==> src/rtl/mem_rd_pkg.sv <==
// mem_rd_pkg
//   Shared types and constants for the MR-stage read responder.
//   state_t      : responder FSM states
//   WORD_BYTES   : bytes per RAM word
//   DEF_TIMEOUT  : default RAM wait limit when MEM_RD_TIMEOUT_EN is defined
//   ERR_VALUE    : data returned on a timed-out read
package mem_rd_pkg;

  typedef enum logic [2:0] {
    IDLE,
    RD0,
    RD1,
    RESP,
    DRAIN
  } state_t;

  localparam int WORD_BYTES = 4;
  localparam int DEF_TIMEOUT = 16;
  localparam logic [31:0] ERR_VALUE = 32'hFFFF_FFFF;

endpackage

==> src/rtl/mem_rd_align.sv <==
// mem_rd_align
//   Combinational byte-lane merge of two consecutive little-endian words.
//   Returns the 32-bit word starting at byte offset off within {hi,lo}.
//   Ports:
//     lo   in  32  word at the lower address
//     hi   in  32  word at the next address
//     off  in  2   byte offset into lo
//     data out 32  merged word
module mem_rd_align
  import mem_rd_pkg::*;
(
  input  logic [8*WORD_BYTES-1:0] lo,
  input  logic [8*WORD_BYTES-1:0] hi,
  input  logic [1:0]              off,
  output logic [8*WORD_BYTES-1:0] data
);

  localparam int WB = 8 * WORD_BYTES;

  logic [2*WB-1:0] shifted;
  logic            unused_hi_bytes;

  // Shift the 64-bit pair right by whole bytes; the low word is the result.
  assign shifted         = {hi, lo} >> {off, 3'b000};
  assign data            = shifted[WB-1:0];
  assign unused_hi_bytes = ^shifted[2*WB-1:WB];

endmodule

==> src/rtl/mem_rd_responder.sv <==
// mem_rd_responder
//   Memory-side responder for the MR-stage read handshake. Accepts a byte
//   address, performs one RAM word read (aligned) or two (unaligned, next
//   word wraps modulo 2^AW), merges bytes and returns them with a one-cycle
//   read_finished pulse. A request withdrawn mid-access is drained from the
//   RAM without a response.
//   Optional feature macro: MEM_RD_TIMEOUT_EN (RAM wait timeout, rd_err).
//   Ports:
//     clk, rst         clock, synchronous active-high reset
//     mre, addr        request and byte address from the MR stage
//     read_finished    one-cycle completion pulse
//     mem_val          merged read data, held until the next completion
//     busy             high whenever not IDLE
//     ram_re, ram_addr RAM read request and word address
//     ram_rdata        RAM read data
//     ram_rvalid       RAM completion
//     rd_err           timeout flag, with read_finished
module mem_rd_responder
  import mem_rd_pkg::*;
#(
  parameter int AW      = 30,
  parameter int TIMEOUT = DEF_TIMEOUT
) (
  input  logic          clk,
  input  logic          rst,
  input  logic          mre,
  input  logic [31:0]   addr,
  output logic          read_finished,
  output logic [31:0]   mem_val,
  output logic          busy,
  output logic          ram_re,
  output logic [AW-1:0] ram_addr,
  input  logic [31:0]   ram_rdata,
  input  logic          ram_rvalid,
  output logic          rd_err
);

  state_t      state;
  logic [1:0]  off_q;
  logic [31:0] lo_q;
  logic        err_q;
  logic        expired;
  logic [31:0] merged;
  logic        unused_addr;

  assign unused_addr = ^addr;

  mem_rd_align u_align (
    .lo   (lo_q),
    .hi   (ram_rdata),
    .off  (off_q),
    .data (merged)
  );

`ifdef MEM_RD_TIMEOUT_EN
  localparam int CW = $clog2(TIMEOUT + 1);

  logic [CW-1:0] wait_cnt;

  assign expired = (wait_cnt == CW'(TIMEOUT - 1));

  // Counts RAM wait cycles of the current access. Any completion, a flush
  // into DRAIN, or leaving the access states restarts it, so every RD0, RD1
  // and DRAIN entry begins at zero.
  always_ff @(posedge clk) begin
    if (rst || state == IDLE || state == RESP || ram_rvalid ||
        ((state == RD0 || state == RD1) && !mre))
      wait_cnt <= '0;
    else if (!expired)
      wait_cnt <= wait_cnt + 1'b1;
  end
`else
  logic unused_timeout;

  assign expired        = 1'b0;
  assign unused_timeout = ^TIMEOUT;
`endif

  // Main FSM. ram_re/ram_addr are registered and stay stable until the RAM
  // completes. A flush (mre low) with no completion moves to DRAIN to finish
  // the outstanding RAM access; with a completion in the same cycle the
  // access is already over, so it goes straight to IDLE.
  always_ff @(posedge clk) begin
    if (rst) begin
      state    <= IDLE;
      mem_val  <= '0;
      ram_re   <= 1'b0;
      ram_addr <= '0;
      off_q    <= '0;
      lo_q     <= '0;
      err_q    <= 1'b0;
    end else begin
      case (state)
        IDLE: begin
          if (mre) begin
            state    <= RD0;
            ram_re   <= 1'b1;
            ram_addr <= addr[AW+1:2];
            off_q    <= addr[1:0];
            err_q    <= 1'b0;
          end
        end
        RD0: begin
          if (ram_rvalid) begin
            lo_q <= ram_rdata;
            if (!mre) begin
              state  <= IDLE;
              ram_re <= 1'b0;
            end else if (off_q == 2'd0) begin
              mem_val <= ram_rdata;
              state   <= RESP;
              ram_re  <= 1'b0;
            end else begin
              state    <= RD1;
              ram_addr <= ram_addr + 1'b1;
            end
          end else if (!mre) begin
            state <= DRAIN;
          end else if (expired) begin
            mem_val <= ERR_VALUE;
            err_q   <= 1'b1;
            state   <= RESP;
            ram_re  <= 1'b0;
          end
        end
        RD1: begin
          if (ram_rvalid) begin
            ram_re <= 1'b0;
            if (mre) begin
              mem_val <= merged;
              state   <= RESP;
            end else begin
              state <= IDLE;
            end
          end else if (!mre) begin
            state <= DRAIN;
          end else if (expired) begin
            mem_val <= ERR_VALUE;
            err_q   <= 1'b1;
            state   <= RESP;
            ram_re  <= 1'b0;
          end
        end
        RESP: begin
          state <= IDLE;
          err_q <= 1'b0;
        end
        DRAIN: begin
          if (ram_rvalid || expired) begin
            state  <= IDLE;
            ram_re <= 1'b0;
          end
        end
        default: begin
          state  <= IDLE;
          ram_re <= 1'b0;
        end
      endcase
    end
  end

  // A stage flushed during RESP no longer wants the data, so the pulse
  // follows mre.
  assign read_finished = (state == RESP) && mre;
  assign rd_err        = read_finished && err_q;
  assign busy          = (state != IDLE);

endmodule

==> config.mk <==
export PLATFORM = sky130hd
export DESIGN_NAME = mem_rd_responder
export DESIGN_NICKNAME = d
export VERILOG_FILES = /design/src/rtl/mem_rd_pkg.sv /design/src/rtl/mem_rd_align.sv /design/src/rtl/mem_rd_responder.sv
export SDC_FILE = /design/constraint.sdc
export NUM_CORES = 1
export LEC_CHECK = 0
export BUFFER_PORTS_ARGS = -buffer_cell sky130_fd_sc_hd__clkbuf_2
export CAP_MARGIN = 20
export CORE_UTILIZATION = 45
export DETAILED_ROUTE_END_ITERATION = 8
export GPL_ROUTABILITY_DRIVEN = 0
export PLACE_DENSITY_LB_ADDON = 0.05
export REMOVE_ABC_BUFFERS = 1
export SETUP_SLACK_MARGIN = 0.15
export SLEW_MARGIN = 20
export SYNTH_ARGS = -nofsm -noshare
export SYNTH_HDL_FRONTEND = slang
export SYNTH_HIERARCHICAL = 1
export SYNTH_SLANG_ARGS = --single-unit
==> constraint.sdc <==
create_clock -name clk -period 3.5 [get_ports clk]
set_clock_uncertainty 0.15 [all_clocks]
set_input_delay 1.05 -clock clk [delete_from_list [all_inputs] [get_ports clk]]
set_output_delay 1.05 -clock clk [all_outputs]
set_load 0.02 [all_outputs]
==> flow_summary.toml <==
[pwr]
p_seq_share_pct = 46.5
peakVddDrop_v = 0.000229
combPwrFrac_pct = 17.4
switching_share_pct = 28.9
power.leakage_uw = 0.00254
p_switching_uw = 796
internal_power_uw = 1950
clkPwrFrac_pct = 36.1
pwr_density_cell_mw_per_mm2 = 404

[placement]
place_hpwl_um = 10000
place_area_mm2 = 0.00652
port_buffers = 132

[worst_setup_path]
path_max_fanout = 8
rrSetupSlack_ns = 0.98
end_kind = "primary output"
critical_path_class = "input pin to primary output"
cp_cell_sequence = "clkbuf_2, and4b_1, clkbuf_2"
crit_path_max_incr_delay_ns = 0.21
rr_endpoint = "mem_val[23]$_SDFFE_PP0P_"
crit_top_cell = "clkbuf_2"
r2r.worst_path.cells = 6
critPathLaunchType = "input pin"
worst_path_max_delay_cell = "and4b_1"
cp.required_ns = 2.30
crit_arrival_ns = 1.58
rr_startpoint = "state[0]$_SDFFE_PP0P_"

[yosys]
synth_flop_cell = "dfxtp_1"
yosysSeqAreaShare_pct = 34.2
synth_top_cell_area_share_pct = 34.2
synth_top_family_by_area = "simple AND/OR/NAND/NOR gates"
syn_inst = 641
synthSimpleGateAreaFrac_pct = 21.5
synth.top_cells.by_area = "dfxtp_1 (34%), mux4_2 (12%), nand2_1 (7.0%)"
synth-compound-area-share_pct = 19.3
yosysWarnings = 6
synth_cell_type_count = 65
synth_fa_ha_area_share_pct = 0.214
avgSynthCellArea_um2 = 9.12
synth-xor-area-share_pct = 0.150
syn-cell-area_mm2 = 0.00585
yosysTopAreaCell = "dfxtp_1"
synth_edf_count = 0
synth-seq-cells = 100
muxShareOfSynthArea_pct = 18.7
synth_async_sr_flop_share_pct = 0

[routing]
routed_wl_um = 14900
first_iter_violations = 306
firstDrtPassIters = 4
drtAntennaViolNets = 0
viasPerCell = 5.72
vias = 5244
wire_per_inst_um = 16.3
drc = 0

[timing]
finalCritPeriodShare_pct = 79.5
clock.fmax_mhz = 359
layout_min_cycle_time_ns = 2.78
hold_slack_ns = 0.303
worst_pin_slew_ns = 0.787
slew_violations = 0
hold_viol_final = 0
rsz0062_at_grt = "no"
worst_slew_margin_rel_pct = 47.1
finalSetupViolCount = 0

[flow_run]
drv_cap = 0

[die]
die_x_um = 116
ios = 134
die_area_mm2 = 0.0135
coreArea_mm2 = 0.0127
die_h_um = 116
initial_core_util_pct = 46.2
fp-row-count = 41

[status]
outcome = "completed"

[worst_hold_path]
hold_class = "flop to flop"
holdPathEnd = "lo_q[0]$_SDFFE_PP0P_"
whs_path_depth = 2
min_from = "lo_q[0]$_SDFFE_PP0P_"

[global_route]
grt_pass1_vias = 4847
overflow = 0
track_usage_pct = 23.0
grt_max_degree = 53
antenna_found_initial = 0
grt_pass1_wl_um = 24200

[clock_network]
ctsLongestPathBuffers = 2
cts_max_level = 3
cts_hold_buf = 0
clock_latency_ns = 0.35
cts.sinks = 100
cts_buffers = 9
clkTransAtPathRegs_ns = 0.06
cts_tree = "yes"
cts_resized = 0
root_buffer = "clkbuf_16"
cts_setup_buffers = 0

[finish]
area_growth_pct = 16.5
final_core_util_pct = 53.7
layout.area.seq_mm2 = 0.00200
multi_input_area_mm2 = 0.00353
nFillCells = 1235
fin_nets = 810
final_cell_area_mm2 = 0.00681
num_antenna_cells = 0
layout-drive-gt1-share_pct = 31.9
[cell usage in the layout, fill, tap and decap left out, drive strengths merged, types with 6 or more instances in the layout]
cell | synthesis | final
a211oi | 34 | 34
a21oi | 53 | 53
a22oi | 7 | 7
a31oi | 15 | 15
and3 | 7 | 7
and4 | 6 | 6
buf | 32 | 14
clkbuf | 24 | 145
dfxtp | 100 | 100
mux2i | 37 | 37
mux4 | 32 | 32
nand2 | 110 | 110
nand3 | 17 | 17
nand4 | 12 | 12
nor2 | 53 | 53
nor3 | 10 | 10
o21ai | 22 | 22
or3 | 6 | 6
[final cells by class]
cell class	instances	area share, %
Multi-Input combinational cell	483	51.9
Sequential cell	100	29.4
Clock inverter	1	0.0735
Inverter	2	0.110
Clock buffer	14	4.17
Tap cell	172	3.16
Timing Repair Buffer	145	11.2
[synth_stat cells (all sizes together), types with 4 or more instances]
library cell and number:
nand2 110, dfxtp 100, a21oi 53, nor2 53, mux2i 37, a211oi 34
buf 32, mux4 32, clkbuf 24, o21ai 22, nand3 17, a31oi 15
nand4 12, nor3 10, a22oi 7, and3 7, and4 6, or3 6
and2 5, nor3b 5, or4 5, a21o 4, nor2b 4
[logic make-up after synthesis]
logic type,after synthesis
other,1
adder cells (fa/ha/maj),1
XOR/XNOR,1
AND/OR/NAND/NOR,254
flip-flops,100
multiplexers,69
buffers and inverters,58
AO/OA/AOI/OAI,157
[registers in the layout, summed over array words and instances (netlist names)]
signal,count
lo_q,32
mem_val,32
off_q,2
ram_addr,30
ram_re,1
state,3
[worst max-delay path by stage]
| stage | cells past startpoint | startpoint | end | slack (ns) |
|---|---|---|---|---|
| after floorplan | 4 | state[1]$_SDFFE_PP0P_ | mem_val[0]$_SDFFE_PP0P_ | -2.79 |
| after global placement | 5 | mre | ram_addr[21]$_SDFFE_PP0P_ | 0.60 |
| after detailed placement | 6 | mre | ram_addr[18]$_SDFFE_PP0P_ | 0.50 |
| after CTS | 3 | mre | read_finished | 0.72 |
| after global routing | 3 | mre | read_finished | 0.69 |
| final | 3 | mre | read_finished | 0.72 |
[routing by layer]
metal / global-route usage, % / vias up / share of wire, %
met1: 30.0 / 2514 / 45
li1: - / 2570 / -
met4: 8.89 / 0 / 1.7
met3: 3.40 / 15 / 4.8
met5: 0 / - / 0
met2: 38.6 / 145 / 48
[through the flow]
| step | instances | setup TNS (ns) | power (uW) | worst slack, ns |
|---|---|---|---|---|
| floorplan | 585 | -89.21 | 1590 | -2.79 |
| global placement | 902 | 0 | 1770 | 0.598 |
| detailed placement | 902 | 0 | 1780 | 0.496 |
| CTS | 917 | 0 | 2770 | 0.717 |
| global route | 917 | 0 | 2880 | 0.687 |
| finish | 917 | 0 | 2750 | 0.718 |
[power groups by stage]
stage	registers, uW	clock network [uW]	logic, uW
2_1_floorplan	1340	0	243
3_3_place_gp	1300	0	474
3_5_place_dp	1300	0	480
4_1_cts	1280	1010	482
5_1_grt	1290	1060	525
6_report	1280	994	479
[critical path, delay by kind of cell]
kind          cells  cell delay [ns]
simple gates      1             0.21
buf+inv           2             0.32
No activity file was read; power rests on OpenSTA's default activity.
